**src/rtl/regfile_writeback_arbiter_if.sv**
```systemverilog
// Writeback bus between the three result producers (load, ALU, mul/div)
// and the register-file write-port arbiter.
//   slave  : arbiter side - takes requests, returns ready, drives write ports
//   master : requester / environment side
// Signals:
//   <req>_valid/_addr/_data : writeback request (req = ld, alu, md)
//   <req>_ready             : request accepted this cycle
//   write_enable/addr/data_c, _d : registered register-file write ports
//   pending_mask            : registers with a waiting or in-flight write
interface regfile_writeback_arbiter_if;
    logic        ld_valid;
    logic [4:0]  ld_addr;
    logic [31:0] ld_data;
    logic        ld_ready;
    logic        alu_valid;
    logic [4:0]  alu_addr;
    logic [31:0] alu_data;
    logic        alu_ready;
    logic        md_valid;
    logic [4:0]  md_addr;
    logic [31:0] md_data;
    logic        md_ready;
    logic        write_enable_c;
    logic [4:0]  write_addr_c;
    logic [31:0] write_data_c;
    logic        write_enable_d;
    logic [4:0]  write_addr_d;
    logic [31:0] write_data_d;
    logic [31:0] pending_mask;

    modport slave (
        input  ld_valid, ld_addr, ld_data, alu_valid, alu_addr, alu_data,
               md_valid, md_addr, md_data,
        output ld_ready, alu_ready, md_ready,
               write_enable_c, write_addr_c, write_data_c,
               write_enable_d, write_addr_d, write_data_d, pending_mask
    );

    modport master (
        output ld_valid, ld_addr, ld_data, alu_valid, alu_addr, alu_data,
               md_valid, md_addr, md_data,
        input  ld_ready, alu_ready, md_ready,
               write_enable_c, write_addr_c, write_data_c,
               write_enable_d, write_addr_d, write_data_d, pending_mask
    );
endinterface

```
**src/rtl/regfile_writeback_arbiter.sv**
```systemverilog
// Register-file writeback arbiter.
// Shares write ports c and d between load, ALU and mul/div results. Up to two
// port-consuming grants per cycle, fixed priority ld > alu > md, with mul/div
// promoted to the top (md > ld > alu) after STARVE_LIMIT stalled cycles.
// Writes to register 0 are acknowledged but never use a port. Two grants in
// one cycle never target the same register. Write ports are registered
// (1-cycle latency); ready and pending_mask are combinational.
// Ports:
//   clk   : rising-edge clock
//   reset : synchronous active-high reset
//   bus   : regfile_writeback_arbiter_if.slave (requests, readies, write ports,
//           pending_mask)
module regfile_writeback_arbiter #(
    parameter int unsigned STARVE_LIMIT = 4
) (
    input logic                         clk,
    input logic                         reset,
    regfile_writeback_arbiter_if.slave  bus
);

    localparam logic [3:0] LIMIT_C = 4'(STARVE_LIMIT);

    // Requester index: 0 = ld, 1 = alu, 2 = md
    logic [2:0]  vld_s;
    logic [4:0]  addr_s [3];
    logic [31:0] data_s [3];

    logic [3:0]  starve_r;
    logic        promote_s;
    logic [1:0]  order_s [3];
    logic [1:0]  sel_s;
    logic [1:0]  used_s;
    logic [4:0]  first_addr_s;
    logic [2:0]  grant_s;

    logic        nxt_en_c_s;
    logic [4:0]  nxt_addr_c_s;
    logic [31:0] nxt_data_c_s;
    logic        nxt_en_d_s;
    logic [4:0]  nxt_addr_d_s;
    logic [31:0] nxt_data_d_s;

    logic        en_c_r;
    logic [4:0]  addr_c_r;
    logic [31:0] data_c_r;
    logic        en_d_r;
    logic [4:0]  addr_d_r;
    logic [31:0] data_d_r;

    logic [31:0] mask_s;

    // Gather the three requesters into indexable form.
    always_comb begin
        vld_s     = {bus.md_valid, bus.alu_valid, bus.ld_valid};
        addr_s[0] = bus.ld_addr;
        addr_s[1] = bus.alu_addr;
        addr_s[2] = bus.md_addr;
        data_s[0] = bus.ld_data;
        data_s[1] = bus.alu_data;
        data_s[2] = bus.md_data;
    end

    assign promote_s = (starve_r == LIMIT_C);

    // Priority order for this cycle; a starved mul/div jumps to the front.
    always_comb begin
        if (promote_s) begin
            order_s[0] = 2'd2;
            order_s[1] = 2'd0;
            order_s[2] = 2'd1;
        end else begin
            order_s[0] = 2'd0;
            order_s[1] = 2'd1;
            order_s[2] = 2'd2;
        end
    end

    // Grant walk in priority order: first port user goes to c, second to d.
    // A second user must not hit the same register as the first; address-0
    // requests are acknowledged without taking a port.
    always_comb begin
        grant_s      = 3'b000;
        used_s       = 2'd0;
        first_addr_s = 5'd0;
        sel_s        = 2'd0;
        nxt_en_c_s   = 1'b0;
        nxt_addr_c_s = 5'd0;
        nxt_data_c_s = 32'd0;
        nxt_en_d_s   = 1'b0;
        nxt_addr_d_s = 5'd0;
        nxt_data_d_s = 32'd0;
        if (!reset) begin
            for (int k = 0; k < 3; k++) begin
                sel_s = order_s[k];
                if (!vld_s[sel_s]) begin
                    grant_s[sel_s] = 1'b0;
                end else if (addr_s[sel_s] == 5'd0) begin
                    grant_s[sel_s] = 1'b1;
                end else if (used_s == 2'd0) begin
                    grant_s[sel_s] = 1'b1;
                    nxt_en_c_s     = 1'b1;
                    nxt_addr_c_s   = addr_s[sel_s];
                    nxt_data_c_s   = data_s[sel_s];
                    first_addr_s   = addr_s[sel_s];
                    used_s         = 2'd1;
                end else if ((used_s == 2'd1) && (addr_s[sel_s] != first_addr_s)) begin
                    grant_s[sel_s] = 1'b1;
                    nxt_en_d_s     = 1'b1;
                    nxt_addr_d_s   = addr_s[sel_s];
                    nxt_data_d_s   = data_s[sel_s];
                    used_s         = 2'd2;
                end else begin
                    grant_s[sel_s] = 1'b0;
                end
            end
        end else begin
            grant_s = 3'b000;
        end
    end

    assign bus.ld_ready  = grant_s[0];
    assign bus.alu_ready = grant_s[1];
    assign bus.md_ready  = grant_s[2];

    // Starvation counter: counts stalled mul/div cycles, saturating at the limit.
    always_ff @(posedge clk) begin
        if (reset) begin
            starve_r <= 4'd0;
        end else if (!bus.md_valid || grant_s[2]) begin
            starve_r <= 4'd0;
        end else if (starve_r != LIMIT_C) begin
            starve_r <= starve_r + 4'd1;
        end else begin
            starve_r <= starve_r;
        end
    end

    // Write-port registers; an idle port carries zero address and data.
    always_ff @(posedge clk) begin
        if (reset) begin
            en_c_r   <= 1'b0;
            addr_c_r <= 5'd0;
            data_c_r <= 32'd0;
            en_d_r   <= 1'b0;
            addr_d_r <= 5'd0;
            data_d_r <= 32'd0;
        end else begin
            en_c_r   <= nxt_en_c_s;
            addr_c_r <= nxt_addr_c_s;
            data_c_r <= nxt_data_c_s;
            en_d_r   <= nxt_en_d_s;
            addr_d_r <= nxt_addr_d_s;
            data_d_r <= nxt_data_d_s;
        end
    end

    assign bus.write_enable_c = en_c_r;
    assign bus.write_addr_c   = addr_c_r;
    assign bus.write_data_c   = data_c_r;
    assign bus.write_enable_d = en_d_r;
    assign bus.write_addr_d   = addr_d_r;
    assign bus.write_data_d   = data_d_r;

    // Pending mask: every valid request plus every write currently on a port.
    // Register 0 is never reported.
    always_comb begin
        mask_s = 32'd0;
        for (int k = 0; k < 3; k++) begin
            mask_s = mask_s | ({31'd0, vld_s[k]} << addr_s[k]);
        end
        mask_s = mask_s | ({31'd0, en_c_r} << addr_c_r);
        mask_s = mask_s | ({31'd0, en_d_r} << addr_d_r);
        if (reset) begin
            mask_s = 32'd0;
        end else begin
            mask_s[0] = 1'b0;
        end
    end

    assign bus.pending_mask = mask_s;

endmodule

```
**src/flat_wrapper.sv**
```systemverilog
// flat-port wrapper written by rule: the top's interface ports become plain ports
module regfile_writeback_arbiter_flat 
#(
    parameter int unsigned STARVE_LIMIT = 4
)
  (clk, reset, bus_ld_valid, bus_ld_addr, bus_ld_data, bus_alu_valid, bus_alu_addr, bus_alu_data, bus_md_valid, bus_md_addr, bus_md_data, bus_ld_ready, bus_alu_ready, bus_md_ready, bus_write_enable_c, bus_write_addr_c, bus_write_data_c, bus_write_enable_d, bus_write_addr_d, bus_write_data_d, bus_pending_mask);
  regfile_writeback_arbiter_if bus_i ();
  input logic clk;
  input logic reset;
  input wire logic [$bits(bus_i.ld_valid)-1:0] bus_ld_valid;
  input wire logic [$bits(bus_i.ld_addr)-1:0] bus_ld_addr;
  input wire logic [$bits(bus_i.ld_data)-1:0] bus_ld_data;
  input wire logic [$bits(bus_i.alu_valid)-1:0] bus_alu_valid;
  input wire logic [$bits(bus_i.alu_addr)-1:0] bus_alu_addr;
  input wire logic [$bits(bus_i.alu_data)-1:0] bus_alu_data;
  input wire logic [$bits(bus_i.md_valid)-1:0] bus_md_valid;
  input wire logic [$bits(bus_i.md_addr)-1:0] bus_md_addr;
  input wire logic [$bits(bus_i.md_data)-1:0] bus_md_data;
  output wire logic [$bits(bus_i.ld_ready)-1:0] bus_ld_ready;
  output wire logic [$bits(bus_i.alu_ready)-1:0] bus_alu_ready;
  output wire logic [$bits(bus_i.md_ready)-1:0] bus_md_ready;
  output wire logic [$bits(bus_i.write_enable_c)-1:0] bus_write_enable_c;
  output wire logic [$bits(bus_i.write_addr_c)-1:0] bus_write_addr_c;
  output wire logic [$bits(bus_i.write_data_c)-1:0] bus_write_data_c;
  output wire logic [$bits(bus_i.write_enable_d)-1:0] bus_write_enable_d;
  output wire logic [$bits(bus_i.write_addr_d)-1:0] bus_write_addr_d;
  output wire logic [$bits(bus_i.write_data_d)-1:0] bus_write_data_d;
  output wire logic [$bits(bus_i.pending_mask)-1:0] bus_pending_mask;
  assign bus_i.ld_valid = bus_ld_valid;
  assign bus_i.ld_addr = bus_ld_addr;
  assign bus_i.ld_data = bus_ld_data;
  assign bus_i.alu_valid = bus_alu_valid;
  assign bus_i.alu_addr = bus_alu_addr;
  assign bus_i.alu_data = bus_alu_data;
  assign bus_i.md_valid = bus_md_valid;
  assign bus_i.md_addr = bus_md_addr;
  assign bus_i.md_data = bus_md_data;
  assign bus_ld_ready = bus_i.ld_ready;
  assign bus_alu_ready = bus_i.alu_ready;
  assign bus_md_ready = bus_i.md_ready;
  assign bus_write_enable_c = bus_i.write_enable_c;
  assign bus_write_addr_c = bus_i.write_addr_c;
  assign bus_write_data_c = bus_i.write_data_c;
  assign bus_write_enable_d = bus_i.write_enable_d;
  assign bus_write_addr_d = bus_i.write_addr_d;
  assign bus_write_data_d = bus_i.write_data_d;
  assign bus_pending_mask = bus_i.pending_mask;
  regfile_writeback_arbiter #(.STARVE_LIMIT(STARVE_LIMIT)) u_core (.clk(clk), .reset(reset), .bus(bus_i));
endmodule
```
**config.mk**
```make
export PLATFORM = sky130hd
export DESIGN_NAME = regfile_writeback_arbiter_flat
export DESIGN_NICKNAME = d
export VERILOG_FILES = /design/src/rtl/regfile_writeback_arbiter_if.sv /design/src/rtl/regfile_writeback_arbiter.sv /design/src/flat_wrapper.sv
export SDC_FILE = /design/constraint.sdc
export NUM_CORES = 1
export LEC_CHECK = 0
export ABC_AREA = 1
export CAP_MARGIN = 5
export CORE_MARGIN = 2
export CORE_UTILIZATION = 30
export DETAILED_ROUTE_END_ITERATION = 10
export GPL_TIMING_DRIVEN = 0
export PLACE_DENSITY = 0.61
export SYNTH_ARGS = -nofsm -noshare
export SYNTH_HDL_FRONTEND = slang
export SYNTH_SLANG_ARGS = --single-unit
```
**constraint.sdc**
```tcl
create_clock -name clk -period 4.3 [get_ports clk]
set_clock_uncertainty 0.1 [all_clocks]
set_input_delay 0.43 -clock clk [delete_from_list [all_inputs] [get_ports clk]]
set_output_delay 0.43 -clock clk [all_outputs]
set_load 0.02 [all_outputs]
```
# Word level (Yosys, flattened, before mapping)
# Cells that the tools add are included.
# totals
latch_bits	0
mem_count	0
rom_bits	0
mem_bits_rw	0
register_bits	80
# classes
n_reduce_logical	13
magnitude_cmp	9
shift	5
muxes	105
div_mod_pow	0
mul	0
bitwise	13
n_eq_ne	6
n_addsub	1
# op_table
operator	count
32-bit two-way mux	22
32-bit binary-select mux with 2-bit select	3
1-bit by 5-bit << shifter with 32-bit output	5
5-bit two-way mux	27
32-bit OR	4
3-bit two-way mux	12
31-bit two-way mux	1
5-bit binary-select mux with 2-bit select	3
1-bit two-way mux	23
5-bit logical NOT	3
2-bit two-way mux	7
5-bit inequality test	2
3-bit greater-or-equal comparator (second input constant)	3
2-bit by 3-bit < comparator with 1-bit output (second input constant)	3
2-bit inverter with 3-bit output	3
3-bit AND	2
1-bit binary-select mux with 2-bit select	3
1-bit demux with 2-bit select	3
2-bit by 1-bit greater-or-equal comparator with 1-bit output (second input constant)	3
6-bit two-way mux	1
3-bit inverter	2
3-bit OR	2
1-bit logical AND	5
4-bit by 1-bit adder with 4-bit output (second input constant)	1
7 further kinds	9

# Longest topological paths before layout
# depth
depth_word	26
depth_mapped	23
ltp_nobuf	20

# Worst setup path after synthesis
# Ideal clock, no wire load.
# synth_path
path_type	register to output
from	register u_core.starve_r[0]
to	output bus_md_ready
path_slack_ns	1.229
t_arrival_ns	2.541
stages_incl_launch_ff	17
path_cell_list	dfxtp_1 inv_1 ha_1 nand3_2 buf_2 nand2_1 o21ai_4 nand2_1 xor2_1 a21oi_1 nand3_1 nand2_1 inv_2 nor2_2 buf_2 nand2_1 a31oi_1
# synth_via
elab_chain_len	24
elab_cells_between_ends	79
classes_between	6 x order compare; 5 x eq/ne; 49 x mux; 9 x bitwise; 10 x reduce/logical
# synth_rtl
element	line_no	text
from (decl)	regfile_writeback_arbiter.sv:28	logic [3:0] starve_r;
from (signal assigned)	regfile_writeback_arbiter.sv:132	starve_r <= starve_r + 4'd1;
from (signal assigned)	regfile_writeback_arbiter.sv:134	starve_r <= starve_r;
4-bit by 3-bit equality test with 1-bit output *	regfile_writeback_arbiter.sv:63	assign promote_s = (starve_r == LIMIT_C);
6-bit two-way mux *	regfile_writeback_arbiter.sv:67	if (promote_s) begin
2-bit inverter with 3-bit output (implied by the code)	regfile_writeback_arbiter.sv:97, regfile_writeback_arbiter.sv:104	
5-bit binary-select mux with 2-bit select	regfile_writeback_arbiter.sv:97, regfile_writeback_arbiter.sv:104	
5-bit two-way mux (implied by the code) (2 in series)	regfile_writeback_arbiter.sv:97, regfile_writeback_arbiter.sv:104	
5-bit logical NOT	regfile_writeback_arbiter.sv:97	end else if (addr_s[sel_s] == 5'd0) begin
5-bit two-way mux or 1-bit two-way mux (tied branches)	regfile_writeback_arbiter.sv:97	
5-bit two-way mux or 2-bit two-way mux (tied branches)	regfile_writeback_arbiter.sv:95	if (!vld_s[sel_s]) begin
[... 7 more ...]	n/a	
2-bit two-way mux	regfile_writeback_arbiter.sv:92	if (!reset) begin
2-bit by 1-bit equality test with 1-bit output	regfile_writeback_arbiter.sv:106	end else if ((used_s == 2'd1) && (addr_s[sel_s] != first_addr_s)) begin
1-bit logical AND	regfile_writeback_arbiter.sv:106	
3-bit two-way mux	regfile_writeback_arbiter.sv:106	
3-bit two-way mux	regfile_writeback_arbiter.sv:99	end else if (used_s == 2'd0) begin
3-bit two-way mux	regfile_writeback_arbiter.sv:97	
3-bit two-way mux *	regfile_writeback_arbiter.sv:95	
3-bit two-way mux *	regfile_writeback_arbiter.sv:92	
to (decl)	flat_wrapper.sv:21	output wire logic [$bits(bus_i.md_ready)-1:0] bus_md_ready;
# Every way passes the cells marked *; elsewhere a longest branch is shown, timed or not. The select of a mux whose other input is x is not followed.

# Worst setup path after layout
# Same ends and word-level chain as after synthesis.

==> impl_table.tex <==
\begin{tabular}{lr}
\hline
Metric & Value \\
\hline
\multicolumn{2}{l}{\textbf{Route}} \\
First-pass DRT Iterations & 7 \\
DRC violations left & 0 \\
Starting DRC count in detailed routing & $\sim$610 \\
Routed wirelength normalized by instance count & approximately 19 um \\
Total routed wirelength & slightly above 30,000 um \\
Average via count per standard cell & roughly 5.4 \\
Antenna Nets Post-Route & 0 \\
Number of vias after detailed routing & just under 9k \\
\multicolumn{2}{l}{\textbf{Hold path}} \\
Class of the most critical hold timing path & register to register \\
Critical hold path startpoint & u\_core.starve\_r[1] \\
Worst hold path endpoint & u\_core.starve\_r[1] \\
Cell depth of the worst min-delay path & 4 \\
\multicolumn{2}{l}{\textbf{Placed design}} \\
Cell count after placement & 1,643 \\
Routability cong. & 0.952 \\
Count of buffers from port buffering & $\sim$220 \\
Placed wire-length estimate & around 24,000 um \\
\multicolumn{2}{l}{\textbf{Floorplanning}} \\
Initial standard-cell utilization of the core & between 30\% and 40\% \\
Height of the die & $\sim$150 um \\
Number of placement rows & 54 \\
Area of the die & between 20,000 and 25,000 um2 \\
Die Span X & about 150 um \\
Boundary Pins & roughly 230 \\
Area inside the core boundary & 21,600 um2 \\
\multicolumn{2}{l}{\textbf{Timing}} \\
Number of hold violations in the final report & 0 \\
Sum Neg Setup Slack & 0 ps \\
Unrepaired setup endpoints after global routing & no \\
Period utilisation layout & a little over nine tenths \\
Worst-margin pin slew & 846 ps \\
Setup Viol. Count Final & 0 \\
Top achievable clock speed & $\sim$250 MHz \\
Max-slew headroom & a little over two fifths \\
Final slew viol count & 0 \\
Minimum clock period & 4070 ps \\
\multicolumn{2}{l}{\textbf{Cells and area}} \\
Count of nets after finishing & $\sim$1.5k \\
Sequential standard cell area & roughly 1600 um2 \\
Layout overhead on the synthesized area & 44.9\% \\
Filler instances & between 2k and 2.5k \\
Post-Layout Cell Count & 1,659 \\
Final antenna diode count & 0 \\
Multi-input combinational cell area & between 4000 and 5000 um2 \\
Ratio of cells with drive above 1 in the final layout & 5.15\% \\
\multicolumn{2}{l}{\textbf{Setup path}} \\
Buffering stage count on the worst path with inverters included & 5 \\
Endpoint of the lowest-slack register-to-register path & u\_core.bus.write\_data\_d[23] \\
Arrival @ worst endpoint & 3540 ps \\
Setup Crit Path Kind & register to output port \\
Origin of the critical flop-to-flop path & u\_core.starve\_r[0] \\
Peak fanout along the critical path & 10 \\
Cell family with most CP delay & buffers and inverters \\
Highest-delay cell along the critical path & dfxtp\_1 \\
List of cells traversed by the critical path & inv\_1 -> ha\_1 -> nand3\_2 -> clkbuf\_4 -> nand2\_1 -> o21ai\_4 -> nand2\_1 -> xor2\_1 -> a21oi\_1 -> nand3\_1 -> nand2\_1 -> inv\_2 -> nor2\_2 -> buf\_2 -> nand2\_1 -> a31oi\_1 -> dlygate4sd2\_1 \\
R2r worst-path depth & 15 \\
R2R setup slack & 820 ps \\
Endpoint kind of the worst setup timing path & output port \\
Required @ worst endpoint & around 3800 ps \\
CP max stage delay & between 300 and 400 ps \\
Startpoint Class & register \\
Critical Path Most Common Cell & nand2\_1 \\
\multicolumn{2}{l}{\textbf{Outcome}} \\
Outcome & completed \\
\multicolumn{2}{l}{\textbf{Synth}} \\
Synthesized flop and latch total & 80 \\
Most frequent cell after synthesis & nand2\_1 \\
Dominant synthesized flop cell & dfxtp\_1 \\
Post-Synthesis Mean Instance Area & $\sim$5.7 um2 \\
Top-area cell type share of the netlist area & roughly a quarter \\
Gate count of the mapped netlist & around 1.1k \\
Commonest cells in the netlist & nand2\_1, nor2\_1, inv\_1 \\
Most area-consuming cells after synthesis & dfxtp\_1, nand2\_1, a31oi\_1 \\
Yosys cell types & 37 \\
Sequential-to-total area share from yosys stat & around 24\% \\
Count of flip-flops with a built-in enable after synthesis & 0 \\
Total of warnings raised by yosys & 0 \\
Post-synth ARST share & 0\% \\
Dominant cell type by area after synthesis & dfxtp\_1 \\
Syn\_nets & 1,259 \\
Synthesized cell area & approximately 6600 um2 \\
\multicolumn{2}{l}{\textbf{Global routing}} \\
Number of antenna violations at the first check in global routing & 0 \\
Largest net degree at the start of global routing & 15 \\
Overflow after GRT & 0 \\
Via count of the first global-routing pass & 8,473 \\
Wire length of the first global-routing pass & 46,100 um \\
Gr usage total & 26.2\% \\
\multicolumn{2}{l}{\textbf{Clock tree}} \\
H-tree depth & 3 \\
Source-to-sink clock delay at the later pin of the worst-skew pair & between 300 and 400 ps \\
Clock tree from TritonCTS & done \\
Number of clock buffers inserted by TritonCTS & 9 \\
Worst-path clk slew & approximately 60 ps \\
Number of buffers inserted by hold repair at cts & 0 \\
CTS Root Buffer Type & clkbuf\_16 \\
Max Root-Sink Buffers & 2 \\
Clock Sink Count & 80 \\
\multicolumn{2}{l}{\textbf{Pwr}} \\
Leak Pwr & 0.00395 uW \\
Peak supply drop & approximately 0.00016 V \\
PwrDens & 262 nW/um2 \\
\multicolumn{2}{l}{\textbf{Run}} \\
Maxcap violations & 0 \\
\hline
\end{tabular}
[how the worst max path moves through the flow]
| stage | slack, ps | startpoint | depth (start not counted) | endpoint |
|---|---|---|---|---|
| after floorplan | 1230 | u_core.starve_r[0] | 16 | bus_md_ready |
| after global placement | 80 | bus_ld_addr[4] | 17 | bus_md_ready |
| after detailed placement | 130 | bus_ld_addr[4] | 17 | bus_md_ready |
| after CTS | 0.5 | u_core.starve_r[0] | 20 | bus_alu_ready |
| after global routing | 50 | u_core.starve_r[0] | 18 | bus_md_ready |
| final | 230 | u_core.starve_r[0] | 17 | bus_md_ready |
[logic make-up (layout without fill, tap and decap cells)]
| logic type | Yosys count | in the layout | synth area share [%] |
|---|---|---|---|
| xor+xnor | 6 | 6 | 0.802 |
| flops | 80 | 80 | 24.4 |
| simple gates | 612 | 612 | 39.3 |
| compound gates | 251 | 251 | 23.5 |
| buf+inv | 189 | 427 | 11.6 |
| fa+ha+maj | 2 | 2 | 0.382 |
| other cells | 1 | 1 | 0.0572 |
[registers in the layout (all words and copies together), names as in the netlist]
name and count:
u_core.bus.write_enable_c 1, u_core.bus.write_data_c 32, u_core.bus.write_addr_c 5, u_core.starve_r 4, u_core.bus.write_enable_d 1, u_core.bus.write_addr_d 5
u_core.bus.write_data_d 32
[worst min-delay path, stage by stage, from the launching register on]
cell     delay [ps]
dfxtp_1         330
inv_1            80
nand2_1          50
o21ai_0          60
nor2_1           40
[area by class of cell]
| cell class | instances | share of cell area [%] |
|---|---|---|
| multi-input cells | 872 | 44.3 |
| repair buffers | 222 | 23.4 |
| flip-flops and latches | 80 | 16.9 |
| inverters | 106 | 4.19 |
| plain buffers | 83 | 3.83 |
| well taps | 280 | 3.69 |
| clock buffers | 10 | 2.52 |
| clock inverters | 6 | 1.21 |
[what timing repair did]
item                                    4_1_cts  5_1_grt
gates resized for setup                       1        6
buffers inserted                              0        0
endpoints found under the setup margin        1        2
gates cloned                                  0        0
[power by group]
part / total (uW) / internal (uW) / leakage, uW / switching (uW)
sequential: 822 / 794 / 0.000660 / 27.8
clock: 918 / 587 / 0.000175 / 330
combinational: 745 / 307 / 0.00311 / 438
total: 2480 / 1690 / 0.00395 / 796
[metal layers]
layer	up-vias	wire [um]	GRT usage [%]
li1	4293	-	-
met1	4063	12500	32.8
met2	490	14300	43.6
met3	83	2850	5.12
met4	0	1310	11.8
met5	-	0	0
[placed cells by master (no fill, tap or decap), drive strengths merged, types with 3 or more instances in the layout]
cell type and instances:
clkinv 7, bufinv 3, o211ai 32, or2 21, clkdlybuf4s50 220, nor3 25, inv 102, nand2 345
xor2 6, a31oi 74, nor2 120, nand3 66, o31ai 8, nand4 31, a221oi 11, buf 16
dfxtp 80, a21oi 15, o22ai 8, clkbuf 77, a22oi 5, o21ai 95
[stage by stage]
step | hold slack [ps] | utilization (%) | setup slack, ps | total power [uW] | area [um2]
floorplan | 453 | - | 1230 | 1210 | 6550
global placement | 477 | 42.2 | 83.6 | 1570 | 9130
detailed placement | 490 | 42.2 | 133 | 1570 | 9130
CTS | 499 | 43.8 | 0.538 | 2500 | 9480
global route | 550 | 43.9 | 45.2 | 2590 | 9500
finish | 507 | 43.9 | 232 | 2480 | 9500
Power figures use the tool's default switching activity.
==> patch (config.mk and constraints unchanged) <==
Take the reset off `data_d_r` and load it in a clocked block of its own.
--- a/src/rtl/regfile_writeback_arbiter.sv
+++ b/src/rtl/regfile_writeback_arbiter.sv
@@ -143,15 +143,17 @@
             data_c_r <= 32'd0;
             en_d_r   <= 1'b0;
             addr_d_r <= 5'd0;
-            data_d_r <= 32'd0;
         end else begin
             en_c_r   <= nxt_en_c_s;
             addr_c_r <= nxt_addr_c_s;
             data_c_r <= nxt_data_c_s;
             en_d_r   <= nxt_en_d_s;
             addr_d_r <= nxt_addr_d_s;
-            data_d_r <= nxt_data_d_s;
         end
+    end
+
+    always_ff @(posedge clk) begin
+        data_d_r <= nxt_data_d_s;
     end
 
     assign bus.write_enable_c = en_c_r;
Function: not settled (the Yosys comparison gave no result); the edit may change what the design does.
==> patch against the original RTL <==
  * Worst setup slack better by 0.27 ns
  * Combinational power up 1%
  * Utilization down 0.20 points
  * Total power down 4.2%
  * Maximum frequency up 7.1%
  * Sequential share of layout area down 0.082 points
  * Via count down 1.0%
  * Sequential cell count unchanged
  * Cell area up 0.49%
  * Wire length up 0.55%
  * Synthesized area up 1.5%
  * Critical endpoint is now bus_alu_ready
==> patch: results (changes against the original RTL) <==
* FF-to-FF setup slack at 0.94 ns (+0.12 ns)
* Predominant post-synthesis flop cell: dfxtp_1
* H-Tree Depth at 3 (unchanged)
* CP arrival at 3.27 ns (-0.27 ns)
* R2R Path End: u_core.bus.write_data_d[15]
* First-pass GRT wire length at 48.3 mm (+4.8%)
* Crit Path Max Fanout at 10 (unchanged)
* CTS tree: yes
* CTS Root Cell: clkbuf_16
* Post-DR wirelength/cell at 18.7 um (+0.61%)
* Worst Tran Pin Value at 0.729 ns (-0.118 ns)
* Slew Limit Fails at 0 (unchanged)
* Worst Hold Depth at 2 (-2)
* Final nets at 1491 (-0.067%)
* Reg2Reg Launch Point: u_core.starve_r[0]
* Via count at 8836 (-1.0%)
* CTS clock-pin slew for the worst setup and hold paths at 0.06 ns (about the same)
* Inserted Clock Buffers at 9 (unchanged)
* Number of global-route vias before repair at 8712 (+2.8%)
* Largest net degree at the start of global routing at 16 (+1)
* Total GRT Usage at 26.1% (-0.12 points)
* Hold path start: u_core.starve_r[3]
* Reg2Reg Depth at 16 (+1)
* Clk Latency, worst-skew pair at about 0.35 ns
* Max IR drop VDD at 0.165 mV (+0.37%)
* Unique masters post-synth at 42 (+14%)
* Layout cells sized above 1 at 6.46% (+1.3 points)
* Gpl congestion at 0.930 (-2.4%)
* Critical path's largest stage delay at 0.33 ns (-0.03 ns)
* Lkg Pwr at 0.00394 uW (-0.16%)
* Mapped Nets at 1258 (-0.079%)
* Outcome: completed
* Post-synthesis sequential area ratio at 24.1% (-0.37 points)
* Antenna violations before repair at 0 (unchanged)
* HPWL Detailed at 24.3 mm (+0.30%)
* Top post-synthesis cells by area: dfxtp_1, nand2_1, a31oi_1, o21ai_0, nor2_1
* Ys Warns at 0 (unchanged)
* Worst-case clock buffer depth at 2 (unchanged)
* Initial DRC count at 568 (-6.3%)
* Slowest cell on crit path: dfxtp_1
* Synth top cells by count: nand2_1, nor2_1, inv_1
* Diodes inserted at 0 (unchanged)
* Fraction of registers with async set/reset at 0% (unchanged)
* 1st-pass router iterations at 7 (unchanged)
* Worst Hold Path EP: u_core.starve_r[3]
* Hold WC Path Type: reg -> reg
* IO buf count at 222 (unchanged)
* Crit path max-delay family: simple AND/OR/NAND/NOR gates
==> patch: area by class of cell <==
cell class                 count  area (um2)
multi-input combinational    872        4290
clock buffer                   9         225
tap                          280         350
buffer                        81         359
clock inverter                 7        80.1
fill                        2314       12300
timing repair buffer         222        2230
inverter                     107         404
sequential                    80        1600
==> patch: tightest hold or removal path, delay by kind of cell, from the launching register on <==
family / cells / cell delay, ns
AND/OR/NAND/NOR: 1 / 0.04
AO/OA/AOI/OAI: 1 / 0.17
flip-flops: 1 / 0.35
==> patch: power breakdown <==
part / leakage (uW) / internal [uW] / switching (uW)
Sequential: 0.000660 / 794 / 26.7
Combinational: 0.00313 / 311 / 445
Clock: 0.000148 / 456 / 347
Total: 0.00394 / 1560 / 819
==> patch: worst max-delay path by stage <==
stage | startpoint | end
floorplan | u_core.starve_r[0] | bus_md_ready
global placement | bus_md_valid | bus_alu_ready
detailed placement | bus_ld_addr[4] | bus_alu_ready
CTS | u_core.starve_r[0] | bus_alu_ready
global route | u_core.starve_r[0] | bus_alu_ready
finish | u_core.starve_r[0] | bus_alu_ready
==> patch: metal layers <==
layer  share of wire (%)  wire [um]  global-route usage [%]
met1                  40      12500                    32.0
met5                   0          0                       0
met3                 9.6       2970                    6.21
met4                 3.5       1100                    10.4
met2                  47      14500                    44.1
==> patch: kinds of logic after synthesis <==
| group | synth area share (%) |
|---|---|
| flops | 24.1 |
| simple gates | 39.8 |
| fa+ha+maj | 0.376 |
| compound gates | 23.4 |
| buf+inv | 11.5 |
| xor+xnor | 0.790 |
| other cells | 0.0564 |
==> patch: through the flow <==
step	instance area, um2	power (uW)	std cells	setup WS, ns	hold WS [ns]
finish	9540	2380	1658	0.502	0.502
global route	9540	2490	1658	0.278	0.557
CTS	9530	2380	1658	0.163	0.481
detailed placement	9230	1580	1642	0.259	0.466
global placement	9230	1590	1642	0.257	0.473
floorplan	6650	1220	1140	1.38	0.449
==> patch: what timing repair did <==
action                     4_1_cts  5_1_grt
hold buffers                     0        0
setup buffers                    0        0
setup endpoints to repair        0        2
gates resized for setup          0        3
